### src/rtl/wb_addr_dec.sv
// Wishbone classic address decoder / response mux: request to slave strobe in 1 cycle, slave ack to ack_o in 1 cycle.
// No backpressure of its own: the master waits for ack_o/err_o; unmapped or hung accesses end in err_o.
module wb_addr_dec #(
  parameter int                 NSLV     = 4,
  parameter int                 AW       = 30,
  parameter int                 DW       = 32,
  parameter logic [NSLV*AW-1:0] SLV_BASE = '0,
  parameter logic [NSLV*AW-1:0] SLV_MASK = '0,
  parameter int                 TW       = 8,
  parameter int                 TIMEOUT  = 255
) (
  input  logic                 clk,
  input  logic                 rst_n,
  input  logic                 cyc_i,
  input  logic                 stb_i,
  input  logic                 we_i,
  input  logic [DW/8-1:0]      sel_i,
  input  logic [AW-1:0]        adr_i,
  input  logic [DW-1:0]        dat_i,
  output logic                 ack_o,
  output logic                 err_o,
  output logic [DW-1:0]        dat_o,
  output logic [NSLV-1:0]      s_cyc_o,
  output logic [NSLV-1:0]      s_stb_o,
  output logic                 s_we_o,
  output logic [DW/8-1:0]      s_sel_o,
  output logic [AW-1:0]        s_adr_o,
  output logic [DW-1:0]        s_dat_o,
  input  logic [NSLV-1:0]      s_ack_i,
  input  logic [NSLV*DW-1:0]   s_dat_i,
  output logic                 flt_valid_o,
  output logic [AW-1:0]        flt_adr_o,
  output logic                 flt_tmo_o,
  input  logic                 flt_clr_i
);

  typedef enum logic {IDLE, ACTIVE} state_t;

  state_t          state_q, state_d;
  logic [NSLV-1:0] sel_q;
  logic [TW-1:0]   cnt_q;
  logic [NSLV-1:0] hit_oh;
  logic            hit;
  logic [DW-1:0]   sel_dat;
  logic            sel_ack;
  logic            tmo_hit;
  logic            go, ack_d, err_d, unmapped, tmo_flt, fault;

  // Lowest-index matching region wins when regions overlap.
  always_comb begin
    hit_oh = '0;
    hit    = 1'b0;
    for (int i = 0; i < NSLV; i++) begin
      if (!hit && (((adr_i ^ SLV_BASE[i*AW +: AW]) & SLV_MASK[i*AW +: AW]) == '0)) begin
        hit_oh[i] = 1'b1;
        hit       = 1'b1;
      end
    end
  end

  always_comb begin
    sel_dat = '0;
    for (int i = 0; i < NSLV; i++) begin
      if (sel_q[i]) sel_dat = s_dat_i[i*DW +: DW];
    end
  end

  assign sel_ack = |(s_ack_i & sel_q);
  assign tmo_hit = (cnt_q == TW'(TIMEOUT - 1));
  assign fault   = unmapped | tmo_flt;

  always_comb begin
    state_d  = state_q;
    go       = 1'b0;
    ack_d    = 1'b0;
    err_d    = 1'b0;
    unmapped = 1'b0;
    tmo_flt  = 1'b0;
    case (state_q)
      IDLE: begin
        if (cyc_i && stb_i) begin
          if (hit) begin
            go      = 1'b1;
            state_d = ACTIVE;
          end else begin
            err_d    = 1'b1;
            unmapped = 1'b1;
          end
        end
      end
      ACTIVE: begin
        // A master abort takes precedence: nobody is left to receive a response.
        if (!cyc_i) begin
          state_d = IDLE;
        end else if (sel_ack) begin
          ack_d   = 1'b1;
          state_d = IDLE;
        end else if (tmo_hit) begin
          err_d   = 1'b1;
          tmo_flt = 1'b1;
          state_d = IDLE;
        end
      end
      default: state_d = IDLE;
    endcase
  end

  assign s_cyc_o = (state_q == ACTIVE) ? sel_q : '0;
  assign s_stb_o = (state_q == ACTIVE) ? sel_q : '0;

  always_ff @(posedge clk or negedge rst_n) begin
    if (!rst_n) begin
      state_q     <= IDLE;
      sel_q       <= '0;
      cnt_q       <= '0;
      ack_o       <= 1'b0;
      err_o       <= 1'b0;
      dat_o       <= '0;
      s_we_o      <= 1'b0;
      s_sel_o     <= '0;
      s_adr_o     <= '0;
      s_dat_o     <= '0;
      flt_valid_o <= 1'b0;
      flt_adr_o   <= '0;
      flt_tmo_o   <= 1'b0;
    end else begin
      state_q <= state_d;
      ack_o   <= ack_d;
      err_o   <= err_d;
      if (go) begin
        sel_q   <= hit_oh;
        s_we_o  <= we_i;
        s_sel_o <= sel_i;
        s_adr_o <= adr_i;
        s_dat_o <= dat_i;
        cnt_q   <= '0;
      end else if (state_q == ACTIVE && cnt_q != '1) begin
        cnt_q <= cnt_q + TW'(1);
      end
      if (ack_d) dat_o <= sel_dat;
      // First fault sticks; a clear coinciding with a new fault still captures it.
      if (fault && (!flt_valid_o || flt_clr_i)) begin
        flt_valid_o <= 1'b1;
        flt_adr_o   <= unmapped ? adr_i : s_adr_o;
        flt_tmo_o   <= tmo_flt;
      end else if (flt_clr_i) begin
        flt_valid_o <= 1'b0;
      end
    end
  end

endmodule
### config.mk
export PLATFORM = sky130hd
export DESIGN_NAME = wb_addr_dec
export DESIGN_NICKNAME = d
export VERILOG_FILES = /design/src/rtl/wb_addr_dec.sv
export SDC_FILE = /design/constraint.sdc
export NUM_CORES = 1
export LEC_CHECK = 0
export CAP_MARGIN = 30
export CORE_AREA = 2 2 135 137
export DETAILED_ROUTE_END_ITERATION = 12
export DIE_AREA = 0 0 137 139
export GPL_ROUTABILITY_DRIVEN = 0
export MAX_ROUTING_LAYER = met4
export PLACE_DENSITY_LB_ADDON = 0.12
export SLEW_MARGIN = 20
export SYNTH_ARGS = -nofsm -noshare
export SYNTH_HDL_FRONTEND = slang
export SYNTH_SLANG_ARGS = --single-unit
export TNS_END_PERCENT = 100
### constraint.sdc
create_clock -name clk -period 2.45 [get_ports clk]
set_clock_uncertainty 0.2 [all_clocks]
set_input_delay 0.735 -clock clk [delete_from_list [all_inputs] [get_ports clk]]
set_output_delay 0.735 -clock clk [all_outputs]
set_load 0.01 [all_outputs]
; ---- Word level (Yosys, flattened, before mapping)
; Cells that the tools add are included.
[classes]
muxes = 20
n_eq_ne = 2
add_sub_neg = 1
n_reduce_logical = 8
bitwise_logic = 2
[op_table]
columns = op, count
row1 = 32-bit 2-to-1 mux, 1
row2 = 8-bit 2-to-1 mux, 2
row3 = 1-bit 2-to-1 mux, 15
row4 = "8-bit by 1-bit adder with 8-bit output, second input constant", 1
row5 = "8-bit equality test, second input constant", 1
row6 = "8-bit inequality test, second input constant", 1
row7 = 4-bit by 1-bit bitwise AND with 4-bit output, 1
row8 = 1-bit one-hot mux with 2 select lines, 2
row9 = 2-bit nonzero test, 2
row10 = 4-bit OR reduction, 1
row11 = 1-bit logical AND, 3
row12 = 1-bit logical NOT, 1
row13 = 1-bit logical OR, 1
row14 = 1-bit inverter, 1
[word_totals]
output_inout_bits = 141
inputBits = 204
word_cells = 46
ff_bits = 143

; ---- Logic depth before layout (Yosys ltp)
; Gate-level depths: netlist of the first run.
[logic_depth]
depth_word = 7
ltp_mapped = 7
depth_no_buf = 6

; ---- Worst setup path after synthesis of the first run
; Ideal clock, no wire load.
[synth_timing]
kind = input -> register
startpoint = input port s_ack_i[0]
endpoint = register flt_adr_o[0]
slack_ns = 0.349
arrival_ns = 1.776
required_ns = 2.125
stages = 5
setup_ns = 0.125
cell_sequence = and2_1 -> nor4_4 -> nand2_2 -> buf_6 -> mux2_4
[synth_between]
elab_chain_len = 6
[synth_rtl]
columns = element, line
row1 = start: declaration, 29  ; input logic [NSLV-1:0] s_ack_i,
row2 = 4-bit by 1-bit bitwise AND with 4-bit output, 68  ; assign sel_ack = |(s_ack_i & sel_q);
row3 = 4-bit OR reduction, 68
row4 = 1-bit 2-to-1 mux, 95  ; end else if (sel_ack) begin
row5 = 1-bit 2-to-1 mux, 93  ; if (!cyc_i) begin
row6 = 1-bit 2-to-1 mux, 79  ; case (state_q)
row7 = 1-bit logical AND, 142  ; if (fault && (!flt_valid_o || flt_clr_i)) begin
row8 = end signal: assignment, 144  ; flt_adr_o <= unmapped ? adr_i : s_adr_o;
row9 = end: declaration, 32  ; output logic [AW-1:0] flt_adr_o,
; No other way between the ends.
; A chain may end at the register's enable or synchronous reset.

; ---- Worst setup path after layout of the first run
[layout_timing]
startpoint = input port s_ack_i[0]
endpoint = register flt_adr_o[18]
; The elaborated chain is that of the path after synthesis.

==> results.toml, run 1 <==
[status]
status = "completed"

[critical_path]
r2r-start = "cnt_q[0]"
cp_max_fo = 11
rr_endpoint = "flt_adr_o[18]"
worst_setup_path_start_kind = "input pin"
crit_start = "s_ack_i[0]"
rr_worst_depth = 7
cp.arrival_ns = 2.39
critPathCaptureType = "flop"
worst-setup-path-type = "in2reg"
rrSetupSlack_ns = 0.44
required_ns = 2.54

[yosys]
synth_flop_cell = "dfrtp_1"
yosysUniqueCellTypes = 31
ys_top_cells_by_count = "nand2_1, dfrtp_1, mux2_2"
synthMostInstantiatedCell = "nand2_1"
yosys_warnings = 0
synth_enable_flop_cells = 0
synth-async-reset-ratio = 1.00
ys_ff_latch = 143
synth_cells = 487
synth_top_family_by_area = "simple AND/OR/NAND/NOR gates"
ys_seq_area_frac = 0.634
yosys.area_share.simple = 0.170
synth_area_leaders = "dfrtp_1, nand2_1, mux2_4, mux2_2, buf_4"
synth-compound-area-share = 0.00909
syn_area_um2 = 5650
synthXorXnorAreaFrac = 0.00155
synth.area.mux_share = 0.150
yosysTopAreaCell = "dfrtp_1"
syn_area_per_cell_um2 = 11.6
synth_top_area_share = 0.634
synthAdderAreaFrac = 0.00443

[detailed_routing]
drcViolationCount = 0
first_pass_iters = 4
ant_nets = 0
wl_per_cell_um = 14.8
vias = 4270
viasPerCell = 4.36
first_iter_violations = 158
wirelength_mm = 14.5

[floorplan]
num_io_pins = 345
die-area_um2 = 19000
die_w_um = 137
fp.dieH_um = 139
num_rows = 49
initial_core_util = 0.320
core_area_um2 = 17700

[finish]
diodes = 0
nets = 943
drive_above_1_share = 0.153
finalNonFillerCells = 979
area_growth_pct = 60.0
fin_util = 0.512
design_area_um2 = 9030

[clock_network]
cts_tree = "done"
cts-root-buf = "clkbuf_16"
postCtsSetupBuffers = 0
cts_resized = 2
cts_hold_buf = 0
clockBufferDepth = 2
clk_latency_ns = 0.41
cts_max_level = 4
clock-sinks = 143
clk_pin_slew_ns = 0.06
numCtsBuffers = 17

[placement]
placed_cell_area_um2 = 8410
io_buffers = 239
dpl.cell_count = 947
hpwl_mm = 10.3
post-place-ws_ns = -0.268

[global_route]
globalRouteMet2Util = 0.258
grt_max_degree = 46
grt_pass1_wl_mm = 23.3
grt_use_total = 0.162
antenna_found_initial = 0
grt.met1_usage = 0.195
grt_overflow = 0
met3_usage = 0.0501
grt_pass1_vias = 4451
grt.busiest_layer = "met2"

[timing]
setup_slack_ns = 0.153
slew_violations = 0
max_freq_ghz = 0.435
hold_viol = 0
whs_ns = 0.0613
period_share = 0.938
tns_ns = 0
rsz0062_at_grt = "no"
period_minus_slack_ns = 2.30
setup_viol = 0

[pwr]
vdd_drop_max_mv = 0.508
power_leakage_nw = 4.34
p_per_area_nw_per_um2 = 831
p_total_mw = 7.51

[worst_hold_path]
hold_class = "in2async"

[flow_run]
max_cap_viol_count = 0
[worst max-delay path, stage by stage]
cell and delay, ns:
clkdlybuf4s50_1 0.42, and2_1 0.20, nor4_4 0.37, nand2_2 0.11, buf_4 0.23, mux2_4 0.31
[sequential cells by signal, indices dropped and copies added, names as in the netlist]
name,cells
s_sel_o,4
flt_tmo_o,1
s_we_o,1
flt_adr_o,30
dat_o,32
err_o,1
flt_valid_o,1
state_q,1
ack_o,1
cnt_q,8
s_dat_o,32
s_adr_o,30
sel_q,1
[where the power goes]
part           leakage (nW)  internal [mW]  switching [mW]
Combinational          2.21           1.08           0.699
Sequential             1.82           2.78           0.258
Clock                 0.306           1.74           0.955
[placed cells by master (no fill, tap or decap), types with 2 or more instances in the layout]
cell / n
clkdlybuf4s50_1: 236
nand2_1: 210
dfrtp_1: 143
mux2_2: 33
mux2_4: 29
clkbuf_16: 17
buf_4: 8
buf_12: 8
conb_1: 6
nand2b_1: 5
clkbuf_8: 5
nand3_1: 4
mux2i_1: 4
and4_1: 3
a31oi_1: 3
o21ai_0: 3
clkinv_2: 3
bufinv_16: 3
inv_1: 2
and2_1: 2
nor2_1: 2
ha_1: 2
clkinvlp_4: 2
dlygate4sd2_1: 2
[cell type report]
cell class | instances | area (um2)
Timing Repair Buffer | 255 | 2610
Clock buffer | 23 | 498
Multi-Input combinational cell | 318 | 1920
Tap cell | 229 | 287
Inverter | 2 | 7.51
Clock inverter | 9 | 129
Fill cell | 1574 | 8620
Sequential cell | 143 | 3580
[routing by layer]
layer  share of wire  vias to the layer above
met3           0.068                       16
li1                -                     2048
met2            0.49                      155
met1            0.43                     2051
met4           0.013                        0
met5               0                        -
[how the worst max path moves through the flow]
stage | to | depth (start not counted) | slack (ns)
6_report | flt_adr_o[18] | 6 | 0.15
5_1_grt | flt_adr_o[18] | 6 | 0.09
4_1_cts | s_adr_o[2] | 1 | 0.13
3_5_place_dp | flt_adr_o[2] | 6 | -0.27
3_3_place_gp | flt_adr_o[20] | 6 | -0.24
2_1_floorplan | flt_adr_o[0] | 5 | 0.35
[kinds of logic after synthesis]
group	count (synthesis)
fa+ha+maj	2
mux	66
other cells	1
compound gates	8
flops	143
buf+inv	31
simple gates	235
xor+xnor	1
Note: power is estimated with default switching activity, not from simulation.
==> inputs of run 2 (changes only) <==
Settings changed: CORE_AREA 2 2 135 137 to 2 2 133 135, CTS_BUF_LIST set to sky130_fd_sc_hd__clkbuf_8, DIE_AREA 0 0 137 139 to 0 0 135 137.
Clock period 2.45 ns to 2.2 ns, I/O delays scaled along.
==> run 2 against run 1 <==
Against the previous run:
- cell count decreased by 0.51%
- sequential cell count unchanged
- die area decreased by 2.9%
- sequential share of layout area increased by 1.3 points
- worst hold slack improved by 0.21 ns
- count of clock-buffer cells in the layout decreased by 3
- largest cell class unchanged
- highest routed layer unchanged
==> results.toml, run 2 (synthesis results as in run 1) <==
[status]
status = "completed"

[finish]
diodes = 0
final_common_cell = "nand2_1"
drive_above_1_share = 0.155
design_area_um2 = 8740
top_regs = "dat_o: 32 flops, s_dat_o: 32 flops"
area_growth_pct = 54.9
nets = 944
final_cell_mix = "nand2_1, dfrtp_1, dlygate4sd2_1, clkdlybuf4s50_1, mux2_2"
fillers = 1574

[critical_path]
crit_path_max_incr_delay_ns = 0.42
path_cells = "clkdlybuf4s50_1 -> and2_4 -> nor4_4 -> nand2_2 -> buf_12 -> mux2_4"
worst-setup-path-type = "in2reg"
rrSetupSlack_ns = 0.12
worst_setup_path_start_kind = "input pin"
rr_worst_depth = 7
r2r-start = "cnt_q[0]"
critPathTopFamily = "simple AND/OR/NAND/NOR gates"
cp.arrival_ns = 2.24
critPathCaptureType = "flop"
required_ns = 2.32
cp_slowest_cell = "clkdlybuf4s50_1"
timing.critical_path.buf_inv = 2
cp_max_fo = 20
rr_endpoint = "flt_adr_o[15]"

[timing]
period_minus_slack_ns = 2.12
period_share = 0.963
slew_violations = 0
hold_viol = 0
rsz0062_at_grt = "no"
max_freq_ghz = 0.472
setup_viol = 0

[worst_hold_path]
min_path_cells = 2
hold_end = "s_dat_o[3]"
worstHoldStart = "s_dat_o[3]"
hold_class = "reg2reg"

[detailed_routing]
wl_per_cell_um = 15.0
first_iter_violations = 149
viasPerCell = 4.40
ant_nets = 0
first_pass_iters = 4
vias = 4288
drcViolationCount = 0
wirelength_mm = 14.6

[clock_network]
cts-root-buf = "clkbuf_8"
clk_latency_ns = 0.43
numCtsBuffers = 17
clock-sinks = 143
cts_max_level = 4
clk_pin_slew_ns = 0.07
cts_tree = "done"
clockBufferDepth = 2

[floorplan]
die_w_um = 135
fp.dieH_um = 137
num_io_pins = 345
num_rows = 48
initial_core_util = 0.331
core_area_um2 = 17100
die-area_um2 = 18500

[placement]
hpwl_mm = 10.3
io_buffers = 239
placed_cell_area_um2 = 8410

[global_route]
grt_pass1_wl_mm = 22.9
grt_use_total = 0.165
grt_max_degree = 46
antenna_found_initial = 0
grt_overflow = 0
grt_pass1_vias = 4469

[pwr]
p_per_area_nw_per_um2 = 853
vdd_drop_max_mv = 0.450
p_total_mw = 7.46
power_leakage_nw = 4.67

[flow_run]
max_cap_viol_count = 0
run 2: worst max-delay path by stage:
| stage | start | endpoint | depth (start not counted) |
|---|---|---|---|
| finish | s_ack_i[0] | flt_adr_o[15] | 6 |
| CTS | cyc_i | flt_adr_o[15] | 6 |
| global route | cnt_q[0] | flt_adr_o[15] | 7 |
| floorplan | s_ack_i[0] | flt_adr_o[0] | 5 |
| detailed placement | cyc_i | flt_adr_o[18] | 6 |
| global placement | cyc_i | flt_adr_o[21] | 6 |
run 2: area by class of cell:
cell class | instances | area [um2] | share of cell area
Clock inverter | 10 | 184 | 0.0210
Timing Repair Buffer | 256 | 2480 | 0.284
Tap cell | 225 | 282 | 0.0322
Clock buffer | 20 | 275 | 0.0315
Sequential cell | 143 | 3580 | 0.409
Inverter | 2 | 7.51 | 0.000859
Multi-Input combinational cell | 318 | 1930 | 0.221
run 2: stage by stage:
stage	utilization	setup slack, ns	instances	TNS (ns)	hold WS [ns]
after floorplan	-	0.174	492	0	0.164
after global placement	0.493	-0.425	941	-24.54	0.254
after detailed placement	0.493	-0.479	941	-30.18	0.261
after CTS	0.511	0.00788	972	0	0.276
after global routing	0.513	0.0285	974	0	0.299
final	0.513	0.0816	974	0	0.271
run 2: report_power, final:
| part | internal, mW | switching [mW] |
|---|---|---|
| sequential | 3.09 | 0.265 |
| combinational | 0.909 | 0.785 |
| clock | 1.43 | 0.984 |
run 2: layer usage:
| metal | track usage | vias up | share of wire |
|---|---|---|---|
| li1 | - | 2050 | - |
| met1 | 0.211 | 2058 | 0.44 |
| met2 | 0.251 | 156 | 0.48 |
| met3 | 0.0437 | 24 | 0.062 |
| met4 | 0.0694 | 0 | 0.021 |
| met5 | - | - | 0 |
run 2: what timing repair did:
action                     in CTS  in global routing
hold endpoints to repair       38                  0
setup endpoints to repair     135                 32
pin swaps                       0                  2
buffers inserted                0                  2
hold buffers                    1                  0
resized for setup             137                  3
run 2: worst reg2reg max path, delay by kind of cell (launching register included):
family	cells	cell delay, ns
flip-flops	1	0.41
multiplexers	1	0.32
buffers and inverters	2	0.26
adder cells (fa/ha/maj)	1	0.16
AND/OR/NAND/NOR	3	0.62
==> RTL change 1: new RTL, flow settings as in run 1 <==
Make the reset (`rst_n`) synchronous in one clocked block.
--- a/src/rtl/wb_addr_dec.sv
+++ b/src/rtl/wb_addr_dec.sv
@@ -110,3 +110,3 @@
 
-  always_ff @(posedge clk or negedge rst_n) begin
+  always_ff @(posedge clk) begin
     if (!rst_n) begin
Function: differs if rst_n is asserted again (counterexample within 4 cycles, from zero or initial values and one cycle with rst_n low); with rst_n held inactive, the same outputs for 10 cycles.
==> RTL change 1 against run 1 <==
- worst hold slack improved by 0.18 ns
- sequential cell count unchanged
- wire length increased by 6.1%
- area after synthesis decreased by 1.9%
- global-route usage increased by 0.52 points
- setup slack got worse by 0.0017 ns
- cell area decreased by 3.2%
- sequential share of layout area decreased by 6.8 points
Power is not compared: it rests on default switching activity, and its combinational part moved more than twofold at a synthesized area within 25%.
==> RTL change 1: results (changes against run 1) <==
Cells and area
  – Final net count: 1072 (was 943)
  – Filler Cell Count: 1654 (was 1574)
  – Fraction of layout cells with a size suffix above 1: 6.14% (was 15.3%)

Setup path
  – Crit Path Max Fanout: 3 (was 11)
  – Worst stage delay on the critical path: 0.58 ns (was 0.42 ns)
  – Crit path launch: s_adr_o[0] (was s_ack_i[0])
  – Worst r2r dst: flt_adr_o[28] (was flt_adr_o[18])
  – R2r setup slk: 0.66 ns (was 0.44 ns)
  – Reg-to-Reg Start: cnt_q[1] (was cnt_q[0])
  – WP data arrival: 1.36 ns (was 2.39 ns)
  – Critical path endpoint: s_adr_o[0] (was flt_adr_o[18])

Routing
  – Routed wl met3: 1140 µm (was 988 µm)
  – DRT iter0 DRCs: 219 (was 158)
  – DR vias: 4963 (was 4270)

Logic synthesis
  – Synth cell types: 40 (was 31)
  – Mux cell area share after synthesis: 5.63% (was 15.0%)
  – Register area share after synthesis: 51.7% (was 63.4%)
  – Asr flop ratio synth: 0% (was 100%)
  – Post-synthesis adder-cell area fraction: 0.452% (was 0.443%)

Global route
  – Vias in the first global route: 4809 (was 4451)
  – GR Util met3: 5.19% (was 5.01%)
  – Total track usage: 16.7% (was 16.2%)
  – GR Layer Usage met1: 20.1% (was 19.5%)

Hold path
  – HP Class: flop to flop (was primary input to asynchronous set/reset pin)

Place
  – Hpwl dp: 10700 µm (was 10300 µm)

Status
  – Outcome: completed (unchanged)
-- RTL change 1: worst min-delay path by stage --
| stage | from | to | slack, ns |
|---|---|---|---|
| 6_report | flt_tmo_o | flt_tmo_o | 0.24 |
| 5_1_grt | s_dat_o[8] | s_dat_o[8] | 0.27 |
| 4_1_cts | flt_tmo_o | flt_tmo_o | 0.24 |
| 3_5_place_dp | flt_tmo_o | flt_tmo_o | 0.24 |
| 3_3_place_gp | flt_tmo_o | flt_tmo_o | 0.23 |
| 2_1_floorplan | flt_tmo_o | flt_tmo_o | 0.27 |
-- RTL change 1: cell type report --
| cell class | instances | area (µm²) | area share [%] |
|---|---|---|---|
| inverter | 3 | 11.3 | 0.129 |
| clock buffer | 24 | 482 | 5.51 |
| clock inverter | 8 | 106 | 1.22 |
| timing repair buffer | 255 | 2580 | 29.5 |
| multi-input combinational | 446 | 2410 | 27.6 |
| tap | 229 | 287 | 3.28 |
| sequential | 143 | 2870 | 32.8 |
-- RTL change 1: metrics by stage --
step / worst slack (ns) / hold WS (ns) / instance area, µm² / power (mW) / cells
after floorplan: 0.534 / 0.268 / 5560 / 2.66 / 643
after global placement: -0.0368 / 0.233 / 8160 / 2.99 / 1076
after detailed placement: -0.0394 / 0.236 / 8160 / 3.00 / 1076
after CTS: 0.125 / 0.244 / 8750 / 5.57 / 1108
after global routing: 0.0908 / 0.270 / 8750 / 5.72 / 1108
final: 0.151 / 0.243 / 8750 / 5.50 / 1108
-- RTL change 1: tightest hold or removal path: cells and delay by family (launching register included) --
| kind | cells | cell delay [ns] |
|---|---|---|
| compound gates | 1 | 0.04 |
| buf+inv | 1 | 0.05 |
| flops | 1 | 0.30 |
==> RTL change 2: new RTL, settings of run 1 <==
Made on the original files. `TIMEOUT`: 255 -> 191.
--- a/src/rtl/wb_addr_dec.sv
+++ b/src/rtl/wb_addr_dec.sv
@@ -9,3 +9,3 @@
   parameter int                 TW       = 8,
-  parameter int                 TIMEOUT  = 255
+  parameter int                 TIMEOUT  = 191
 ) (
Formal check against the unedited RTL: no difference found for any inputs over 10 cycles, from zero or initial values and one cycle with rst_n low; that may be too few to reach the edited logic, so the function may still have changed.
==> RTL change 2 against run 1 <==
- wire length shrank 2.7%
- cell area grew 0.30%
- area after synthesis grew 2.5%
- non-clock buffer count shrank 4
- fmax shrank 0.10%
- die area is the same
- sequential cell count is the same
- total power is essentially flat
- setup slack lost 0.0023 ns
- worst hold slack lost 0.040 ns
==> RTL change 2: results (changes against run 1) <==
Status
  – Outcome: completed (unchanged)

Routing
  – Post-DR vias/cell: 4.42 (was 4.36)
  – DRT iter0 DRCs: 107 (was 158)
  – Final WL: 14100 µm (was 14500 µm)
  – WL met1: 5790 µm (was 6150 µm)
  – Routed wl met3: 955 µm (was 988 µm)

Logic synthesis
  – Mux cell area share after synthesis: 28.3% (was 15.0%)
  – Synth cell types: 35 (was 31)
  – XOR/XNOR Fraction of Synth Area: 0% (was 0.155%)
  – Commonest cells in the netlist: dfrtp_1, mux2_2, mux2_4 (was nand2_1, dfrtp_1, mux2_2)
  – Complex-gate fraction of the synthesized area: 2.01% (was 0.909%)
  – Post-synthesis adder-cell area fraction: 0.432% (was 0.443%)
  – Register area share after synthesis: 61.8% (was 63.4%)

Global route
  – Total track usage: 15.7% (was 16.2%)
  – GR Util met3: 4.61% (was 5.01%)
  – Met2 Usage GRT: 24.9% (was 25.8%)
  – First-pass GRT wire length: 22100 µm (was 23300 µm)
  – GR Layer Usage met1: 18.7% (was 19.5%)

Cells and area
  – Final net count: 809 (was 943)
  – Post-route insts no fill: 845 (was 979)

Timing
  – Worst hold margin: 0.0210 ns (was 0.0613 ns)

Setup path
  – Crit path launch: s_dat_o[10] (was s_ack_i[0])
  – Family with the most delay on the worst path: buffers and inverters (was simple AND/OR/NAND/NOR gates)
  – Crit Path Max Fanout: 2 (was 11)

Power
  – Static Leak: 4.03 nW (was 4.34 nW)
  – Internal power of the cells: 5.59 mW (was 5.60 mW)

Place
  – Cell Area, Placed: 0.00848 mm² (was 0.00841 mm²)
==> RTL change 2: cell count changes in the layout (fill, tap and decap cells not counted), moves of 3 or more <==
cell	before	now
and4_1	3	0
buf_4	8	2
nand2_1	210	5
mux2_4	29	49
inv_1	2	5
mux2_1	0	10
clkbuf_8	5	1
mux2i_1	4	0
nor2_1	2	5
a21oi_1	0	4
mux2_2	33	70
==> RTL change 2: per-stage QoR <==
stage | setup WS (ns) | utilization [%]
final | 0.151 | 51.3
after global routing | 0.0963 | 51.3
after CTS | 0.125 | 51.3
after detailed placement | -0.0614 | 48.0
after global placement | -0.0575 | 48.0
after floorplan | 0.507 | -
==> RTL change 2: power by group through the flow <==
stage	combinational (mW)	clock (mW)	sequential (mW)
3_3_place_gp	1.94	0	3.08
2_1_floorplan	0.539	0	3.28
4_1_cts	1.97	2.61	3.07
3_5_place_dp	1.96	0	3.10
6_report	1.93	2.53	3.06
5_1_grt	2.06	2.72	3.12
==> RTL change 2: cell families (layout without fill, tap and decap cells) <==
family / count (synthesis) / in the layout
other: 1 / 6
AND/OR/NAND/NOR: 30 / 30
multiplexers: 129 / 129
buffers and inverters: 28 / 288
flip-flops: 143 / 143
adder cells (fa/ha/maj): 2 / 2
AO/OA/AOI/OAI: 18 / 18
==> RTL change 2: worst reg2reg max path: stages, from the launching register on <==
cell and delay (ns):
dfrtp_1 0.41, inv_1 0.07, ha_1 0.14, nand4b_1 0.14, nor2_4 0.16, nand3_4 0.11
buf_12 0.19, mux2_4 0.32
==> RTL change 2: final cells by class <==
type | instances | area [µm²]
clock buffers | 20 | 447
clock inverters | 12 | 135
repair buffers | 251 | 2610
well taps | 229 | 287
flip-flops and latches | 143 | 3580
multi-input cells | 185 | 1990
fillers | 1534 | 8600
inverters | 5 | 18.8
